File: src/rtl/sipo_pkg.sv
// Shared types and sizing helpers for the serial-in / parallel-out register.
package sipo_pkg;

   typedef enum logic {
      EMPTY = 1'b0,
      FULL  = 1'b1
   } sipo_state_e;

   localparam int SIPO_DEFAULT_WIDTH = 8;

   // Counter must reach WIDTH when a trailing parity bit is part of the frame.
   function automatic int sipo_cnt_width(input int width);
      return $clog2(width + 1);
   endfunction

endpackage

File: src/rtl/sipo_bit_counter.sv
// Frame bit counter: counts sampled bits 0..FRAME-1 and flags the last one.
module sipo_bit_counter #(
   parameter int FRAME = 8,
   parameter int CW    = 4
) (
   input  logic          clk,
   input  logic          rst,
   input  logic          en,
   output logic [CW-1:0] count,
   output logic          last
);

   assign last = en && (count == CW'(FRAME - 1));

   always_ff @(posedge clk) begin
      if (rst) begin
         count <= '0;
      end else if (en) begin
         count <= last ? '0 : count + 1'b1;
      end
   end

endmodule

File: src/rtl/sipo_register.sv
// Serial-in / parallel-out register with a one-word output buffer.
// Define SIPO_PARITY_EN to append a trailing even-parity bit to every frame.
module sipo_register
   import sipo_pkg::*;
#(
   parameter int WIDTH = SIPO_DEFAULT_WIDTH
) (
   input  logic             clk,
   input  logic             rst,
   input  logic             ser_valid,
   input  logic             serial_in,
   output logic [WIDTH-1:0] par_out,
   output logic             par_valid,
   input  logic             par_ready,
   output logic             busy,
   output logic             overrun,
   output logic             parity_err
);

   // par_out/par_valid form a valid/ready pair: a word transfers on any cycle
   // with par_valid && par_ready; par_out holds steady until that transfer.

   localparam int CW = sipo_cnt_width(WIDTH);
`ifdef SIPO_PARITY_EN
   localparam int FRAME = WIDTH + 1;
   localparam int SW    = WIDTH;
`else
   localparam int FRAME = WIDTH;
   localparam int SW    = WIDTH - 1;
`endif

   logic [CW-1:0]    bit_count;
   logic             frame_done;
   logic [SW-1:0]    shreg;
   logic             shift_en;
   logic [WIDTH-1:0] word_next;
   logic             perr_next;
   sipo_state_e      state;
   sipo_state_e      state_next;
   logic             load;
   logic             drop;

   sipo_bit_counter #(
      .FRAME (FRAME),
      .CW    (CW)
   ) u_counter (
      .clk   (clk),
      .rst   (rst),
      .en    (ser_valid),
      .count (bit_count),
      .last  (frame_done)
   );

   assign busy = (bit_count != '0);

   // The final data bit is taken straight from serial_in, so shreg only
   // needs to hold the bits that precede it in the frame.
`ifdef SIPO_PARITY_EN
   assign shift_en  = ser_valid && !frame_done;
   assign word_next = shreg;
   assign perr_next = ^{shreg, serial_in};
`else
   assign shift_en  = ser_valid;
   assign word_next = {shreg, serial_in};
   assign perr_next = 1'b0;
`endif

   always_ff @(posedge clk) begin
      if (rst) begin
         shreg <= '0;
      end else if (shift_en) begin
         shreg <= SW'({shreg, serial_in});
      end
   end

   always_ff @(posedge clk) begin
      if (rst) begin
         state <= EMPTY;
      end else begin
         state <= state_next;
      end
   end

   always_comb begin
      state_next = state;
      case (state)
         EMPTY:   if (frame_done) state_next = FULL;
         FULL:    if (par_ready && !frame_done) state_next = EMPTY;
         default: state_next = EMPTY;
      endcase
   end

   // A completed frame replaces the buffered word only if the buffer is
   // empty or being drained this same cycle; otherwise it is dropped.
   always_comb begin
      par_valid = (state == FULL);
      load      = frame_done && ((state == EMPTY) || par_ready);
      drop      = frame_done && (state == FULL) && !par_ready;
   end

   always_ff @(posedge clk) begin
      if (rst) begin
         par_out    <= '0;
         parity_err <= 1'b0;
         overrun    <= 1'b0;
      end else begin
         overrun <= drop;
         if (load) begin
            par_out    <= word_next;
            parity_err <= perr_next;
         end
      end
   end

endmodule

File: config.mk
export PLATFORM = sky130hd
export DESIGN_NAME = sipo_register
export DESIGN_NICKNAME = d
export VERILOG_FILES = /design/src/rtl/sipo_pkg.sv /design/src/rtl/sipo_bit_counter.sv /design/src/rtl/sipo_register.sv
export SDC_FILE = /design/constraint.sdc
export NUM_CORES = 1
export LEC_CHECK = 0
export ABC_CLOCK_PERIOD_IN_PS = 1700
export BUFFER_PORTS_ARGS = -buffer_cell sky130_fd_sc_hd__buf_2
export CAP_MARGIN = 30
export CORE_MARGIN = 3
export CORE_UTILIZATION = 43
export CTS_BUF_LIST = sky130_fd_sc_hd__clkbuf_8
export CTS_CLUSTER_SIZE = 30
export DETAILED_ROUTE_END_ITERATION = 8
export PLACE_DENSITY = 0.67
export SKIP_CTS_REPAIR_TIMING = 1
export SYNTH_ARGS = -nofsm -noshare
export SYNTH_HDL_FRONTEND = slang
export SYNTH_HIERARCHICAL = 1
export SYNTH_SLANG_ARGS = --single-unit
File: constraint.sdc
create_clock -name clk -period 1.7 [get_ports clk]
set_clock_uncertainty 0.1 [all_clocks]
set_input_delay 0.085 -clock clk [delete_from_list [all_inputs] [get_ports clk]]
set_output_delay 0.085 -clock clk [all_outputs]
set_load 0.05 [all_outputs]
After elaboration in Yosys (flattened, before gate mapping)
Cells that the tools add are included. W data, S select, Z words.

Equal/unequal tests: 1. Shift operators: 0. Multiply operators: 0. Reduce and logical (&&, ||, !) cells: 9. Mux-type cells: 4. Div/mod/pow operators: 0. $lt $le $gt $ge: 0. Bitwise logic cells: 1. Add/subtract/negate cells: 1.

Operators by type and width (number): $logic_and A1 B1 Y1 (5); $add A4 B1 Y4 const B (1); $eq A4 B3 Y1 const B (1); $mux W4 (1); $reduce_bool A4 Y1 (1); $logic_not A1 Y1 (2); $mux W1 (2); $pmux W1 S2 (1); $logic_or A1 B1 Y1 (1); $not A1 Y1 (1).

Memories: 0. Output and inout port bits: 12. Bits in latches: 0. ROM bits: 0. Bits in writable memories: 0. Bits of input ports: 5. Bits in registers: 21. Logic and storage cells: 21.

Longest topological paths before layout
Gate-level depths: netlist of the first run.

Depth after elaboration: 6. Depth in mapped cells: 5. Gate-level depth less buffers: 4.

Modules after synthesis
The synthesis of the first run kept the hierarchy.

By module, submodules not included: sipo_register (sequential area each 340.3 µm², times used 1, cells an instance 67, area an instance 700.7 µm²); sipo_bit_counter (sequential area each 80.1 µm², times used 1, cells an instance 18, area an instance 220.2 µm²).

Least setup slack after synthesis of the first run
OpenSTA, ideal clock, no wires.

Path type: register to register. From: register u_counter.count[0]. To: register par_out[0]. Cell stages (with the launch flop): 6. Path buffers: 1. Setup slack: 182 ps. Required time: 1528 ps. Arrival: 1346 ps. Library setup time: 72 ps. Clock period less this slack: 1518 ps. Cells stage by stage: dfxtp_1 > ha_1 > and4b_4 > a21boi_2 > buf_6 > mux2i_1.

Longest elaborated chain between the ends: 3.

RTL lines: from (decl) (RTL line sipo_bit_counter.sv:9) `output logic [CW-1:0] count,`; from (signal assigned) (RTL line sipo_bit_counter.sv:19) `count <= last ? '0 : count + 1'b1;`; $eq A4 B3 Y1 (RTL line sipo_bit_counter.sv:13) `assign last = en && (count == CW'(FRAME - 1));`; $logic_and A1 B1 Y1 (RTL line sipo_bit_counter.sv:13); net frame_done (RTL line sipo_register.sv:33) `logic frame_done;`; $logic_and A1 B1 Y1 (RTL line sipo_register.sv:97) `load = frame_done && ((state == EMPTY) || par_ready);`; to (signal assigned) (RTL line sipo_register.sv:109) `par_out <= word_next;`; to (decl) (RTL line sipo_register.sv:12) `output logic [WIDTH-1:0] par_out,`.

The timed path passes the listed nets, and every way through them passes these cells. A chain may end at the register's enable or synchronous reset.

Final worst setup path of the first run
From: register u_counter.count[0]. To: output busy.

Longest elaborated chain between the ends: 1.

RTL lines: $reduce_bool A4 Y1 (RTL line sipo_register.sv:54) `assign busy = (bit_count != '0);`; to (decl) (RTL line sipo_register.sv:15) `output logic busy,`.

Every way passes these cells.

==> results of run 1 <==
-- power by group through the flow --
stage	Sequential (mW)	Combinational [mW]	Clock (mW)
6_report	0.508	0.0879	0.322
5_1_grt	0.509	0.0972	0.355
4_1_cts	0.507	0.0864	0.340
3_5_place_dp	0.518	0.0857	0
3_3_place_gp	0.518	0.0845	0
2_1_floorplan	0.519	0.0654	0
-- final cells by class --
| cell class | instances | share of cell area |
|---|---|---|
| multi-input combinational | 57 | 0.425 |
| clock inverter | 1 | 0.00460 |
| inverter | 1 | 0.00345 |
| timing repair buffer | 19 | 0.110 |
| tap | 27 | 0.0310 |
| clock buffer | 3 | 0.0379 |
| sequential | 21 | 0.387 |
-- Yosys cell counts (2+ instances only) --
library cell,number
dfxtp_1,21
a21oi_1,2
nor2_1,9
nand2b_1,16
mux2i_1,16
buf_2,2
buf_6,2
-- flip-flops by register name, summed over array words and instances (netlist names) --
name	cells
shreg	7
overrun	1
u_counter/count	4
par_valid	1
par_out	8
-- path summary, 6_finish.rpt --
kind / start / to / depth (start not counted)
worst min register to register: par_out[5]$_SDFFE_PP0P_ / par_out[5]$_SDFFE_PP0P_ / 2
worst max register to register: u_counter/count[1]$_SDFFE_PP0P_ / par_out[0]$_SDFFE_PP0P_ / 5
worst max-delay path: u_counter/count[0]$_SDFFE_PP0P_ / busy / 3
worst min-delay path: serial_in / shreg[0]$_SDFFE_PP0P_ / 3
-- cell families (layout without fill, tap and decap cells) --
logic type               count (synthesis)  after routing  share of synthesized area
AND/OR/NAND/NOR                         33             33                      0.240
multiplexers                            17             17                      0.190
XOR/XNOR                                 1              1                    0.00951
other                                    1              1                    0.00407
buffers and inverters                    7             24                     0.0516
AO/OA/AOI/OAI                            4              4                     0.0340
adder cells (fa/ha/maj)                  1              1                     0.0136
flip-flops                              21             21                      0.457
-- routing by layer --
layer | GRT usage | share of wire
met1 | 0.165 | 0.46
met2 | 0.211 | 0.49
met3 | 0.0513 | 0.047
met4 | 0.0638 | 0.0054
met5 | 0 | 0
-- worst min-delay path, cell delays in order --
cell	delay, ns
buf_2	0.09
mux2i_1	0.07
nor2_1	0.08
==> out/qor.yml, run 1 <==
status:
  outcome: "complete, no violations"
power_and_ir_drop:
  switching_share: 0.239
  p_int_mw: 0.698
  power_frac_seq: 0.553
  ir_worst_vdd_mv: 0.628
  clockPowerShare: 0.351
  power_mw: 0.917
  power_density_nw_per_um2: 842
  power.leakage_nw: 0.449
  combPwrFrac: 0.096
  netSwitchingPower_mw: 0.219
sta:
  hold_viol: 0
  fmax_ghz: 0.609
  whs_ns: 0.000321
  setup_slack_ns: 0.0566
  period_needed_ns: 1.64
  setup_viol: 0
  rsz0062_at_grt: "no"
  tns_ns: 0
  slew_violations: 0
  fin_crit_sh: 0.967
logic_synthesis:
  synth_top_area_share: 0.457
  synth_top_flop_cell: "dfxtp_1"
  synth_area_um2: 921
  synth_edf_count: 0
  yosys-top-cells-area: "dfxtp_1 46%, mux2i_1 17%, nand2b_1 11%"
  synth_fp_nets: 91
  ys_ff_latch: 21
  synth_area_per_cell_um2: 10.8
  async_reset_ff_frac: 0
  synth_cell_types: 24
  syn_inst: 85
  ys_seq_area_frac: 0.457
  yosysWarnings: 6
  yosysTopAreaCell: "dfxtp_1"
grt:
  grt_usage: 0.136
  grt.overflow.total: 0
  grt_pass1_vias: 578
  antenna_found_initial: 0
  grt_max_degree: 31
  grt_pass1_wl_um: 2640
layout:
  final_cell_area_um2: 1090
  multiInputGateArea_um2: 463
  seq_area_um2: 422
  layout-area-overhead-vs-synth_pct: 18.2
  layoutNonFillerInstCount: 129
  final_common_cell: "dfxtp_1"
  final_cell_mix: "20 x dfxtp_1, 16 x nand2b_1, 16 x mux2i_1"
  drive_above_1_share: 0.304
  fin_util: 0.544
  fillers: 198
  finalNetCount: 109
  n_antenna_cell: 0
placed_design:
  placedCellCount: 124
  dp_hpwl_um: 1020
  gp_congestion: 0.695
  post-place-ws_ns: 0.0231
  dpl-instance-area_um2: 1020
  portBuffers: 15
setup_path:
  critPathKind: "flop to output pin"
  crit_chain: "buf_4, or4_1, buf_2"
  slowest_delay_ns: 0.50
  crit_path_end_kind: "output pin"
  r2r_slack_ns: 0.11
  worst_path_max_delay_cell: "or4_1"
  crit_buf_inv: 2
  required_ns: 1.51
  critPathArrivalTime_ns: 1.46
  cp-start-kind: "flop"
  crit_fanout: 3
  path_delay_family: "simple AND/OR/NAND/NOR gates"
clock_tree:
  cts_num_sinks: 21
  cts_buffers: 3
  clk_pin_slew_ns: 0.07
  h-tree-depth: 1
  clock_path_buffers: 2
  insertion_delay_ns: 0.26
  cts_tree: "built"
  cts_root_buffer: "clkbuf_8"
detailed_routing:
  wire_per_inst_um: 11.4
  ant_nets: 0
  drc: 0
  wirelength_um: 1480
  drt_first_pass_iters: 4
  vias: 610
  drt_iter0_markers: 7
  vias_per_cell: 4.73
floorplanning:
  die_area_um2: 2730
  fp-row-count: 16
  start_util: 0.460
  fp.dieH_um: 52.3
  core_area_um2: 2000
  fp.dieW_um: 52.3
  io_pins: 17
job:
  maxCapViolCount: 0
hold_path:
  min_path_type: "input port to flop"
Power figures use the tool's default switching activity.
==> inputs of run 2 (changes only) <==
--- a/config.mk
+++ b/config.mk
@@ -13,9 +13,8 @@
 export CTS_BUF_LIST = sky130_fd_sc_hd__clkbuf_8
 export CTS_CLUSTER_SIZE = 30
 export DETAILED_ROUTE_END_ITERATION = 8
-export PLACE_DENSITY = 0.67
+export PLACE_DENSITY = 0.68
 export SKIP_CTS_REPAIR_TIMING = 1
 export SYNTH_ARGS = -nofsm -noshare
 export SYNTH_HDL_FRONTEND = slang
-export SYNTH_HIERARCHICAL = 1
 export SYNTH_SLANG_ARGS = --single-unit
==> out/qor.yml, run 2 <==
status:
  outcome: "complete, but fails checks"
  failed_checks: "negative hold slack"
sta:
  whs_ns: -0.0203
  hold_viol: 2
  rsz0062_at_grt: "no"
  fin_crit_sh: 0.870
  slew_violations: 0
  period_needed_ns: 1.48
  fmax_ghz: 0.676
  setup_viol: 0
  tns_ns: 0
logic_synthesis:
  synth_top_area_share: 0.474
  yosysWarnings: 0
  synth_area_per_cell_um2: 9.97
  syn_inst: 89
  ys_ff_latch: 21
  synth_fp_nets: 96
  synth_area_um2: 887
  yosys-top-cells-area: "dfxtp_1 47%, mux2i_1 18%, nand2b_1 13%"
  synth_top_flop_cell: "dfxtp_1"
  async_reset_ff_frac: 0
  synthTopCellsByCount: "21 x dfxtp_1, 18 x nand2b_1, 16 x mux2i_1, 10 x nor2_1"
  ys_seq_area_frac: 0.474
  synth_cell_types: 20
  synth_most_common_cell: "dfxtp_1"
  synth_edf_count: 0
  yosysTopAreaCell: "dfxtp_1"
clock_tree:
  insertion_delay_ns: 0.26
  cts_buffers: 3
  cts_tree: "built"
  cts_root_buffer: "clkbuf_8"
  clk_pin_slew_ns: 0.07
  cts_num_sinks: 21
  h-tree-depth: 1
  clock_path_buffers: 2
floorplanning:
  fp.dieH_um: 51.4
  core_area_um2: 1840
  die_area_um2: 2640
  start_util: 0.482
  fp.dieW_um: 51.4
  io_pins: 17
  fp-row-count: 15
layout:
  layout-area-overhead-vs-synth_pct: 13.5
  fillers: 184
  drive_above_1_share: 0.204
  multiInputGateArea_um2: 420
  final_common_cell: "dfxtp_1"
  seq_area_um2: 420
  reg_top3: "par_out: 8 flops, shreg: 7 flops, u_counter.count: 4 flops"
  final_cell_area_um2: 1010
  finalNetCount: 111
  n_antenna_cell: 0
  largest_register_ffs: 8
  fin_util: 0.548
  final_cell_mix: "21 x dfxtp_1, 18 x nand2b_1, 16 x mux2i_1"
  top_register: "par_out"
setup_path:
  cp-start-kind: "flop"
  required_ns: 1.79
  critPathKind: "flop to flop"
  crit_path_end_kind: "flop"
  crit_fanout: 8
  critPathArrivalTime_ns: 1.57
detailed_routing:
  wire_per_inst_um: 11.1
  vias_per_cell: 4.66
  drt_first_pass_iters: 2
  vias: 597
  ant_nets: 0
  wirelength_um: 1420
  drt_iter0_markers: 11
  drc: 0
grt:
  antenna_found_initial: 0
  grt_pass1_vias: 539
  grt.overflow.total: 0
  grt_max_degree: 30
  grt_usage: 0.129
  grt_pass1_wl_um: 2370
placed_design:
  gp_congestion: 0.658
  portBuffers: 15
  dp_hpwl_um: 983
  dpl-instance-area_um2: 962
power_and_ir_drop:
  power_density_nw_per_um2: 877
  ir_worst_vdd_mv: 0.432
  power.leakage_nw: 0.435
hold_path:
  min_path_type: "input port to flop"
job:
  maxCapViolCount: 0
## run 2: logic make-up after synthesis
kind of cell             share of synthesized area
XOR/XNOR                                   0.00987
flip-flops                                   0.474
other                                      0.00423
AND/OR/NAND/NOR                              0.234
buffers and inverters                       0.0522
adder cells (fa/ha/maj)                     0.0282
AO/OA/AOI/OAI                               0.0169
multiplexers                                 0.181
## run 2: final timing paths
path,startpoint,endpoint,slack (ns),cells after the start
max,u_counter.count[1]$_SDFFE_PP0P_,par_out[6]$_SDFFE_PP0P_,0.22,5
min,serial_in,shreg[0]$_SDFFE_PP0P_,-0.02,3
max reg2reg,u_counter.count[1]$_SDFFE_PP0P_,par_out[6]$_SDFFE_PP0P_,0.22,5
min reg2reg,par_out[5]$_SDFFE_PP0P_,par_out[5]$_SDFFE_PP0P_,0.37,2
## run 2: final cells by class
| class | instances | share of cell area |
|---|---|---|
| Clock inverter | 1 | 0.00373 |
| Timing Repair Buffer | 16 | 0.0820 |
| Tap cell | 25 | 0.0311 |
| Multi-Input combinational cell | 60 | 0.417 |
| Inverter | 2 | 0.00745 |
| Clock buffer | 3 | 0.0410 |
| Sequential cell | 21 | 0.417 |
## run 2: metal layers
layer  vias up  track usage  part of all wire
met5         -            0                 0
met4         0        0.118             0.031
met3         4       0.0350             0.045
met2        11        0.174              0.42
met1       267        0.163              0.50
li1        315            -                 -
## run 2: report_power, final
group	switching [mW]	internal (mW)	leakage, nW
registers	0.00637	0.498	0.170
clock network	0.153	0.161	0.0269
logic	0.0408	0.0238	0.238
## run 2: critical path: stages, from the launching register on
cell	delay (ns)
dfxtp_1	0.38
ha_1	0.23
nand4b_2	0.17
nor2b_2	0.14
buf_4	0.19
mux2i_1	0.20
## run 2: through the flow
step | power, mW | std cells | setup WS [ns]
after floorplan | 0.570 | 89 | 0.323
after CTS | 0.905 | 128 | 0.217
after global routing | 0.932 | 128 | 0.0858
final | 0.884 | 128 | 0.221
after global placement | 0.579 | 124 | 0.299
after detailed placement | 0.582 | 124 | 0.251
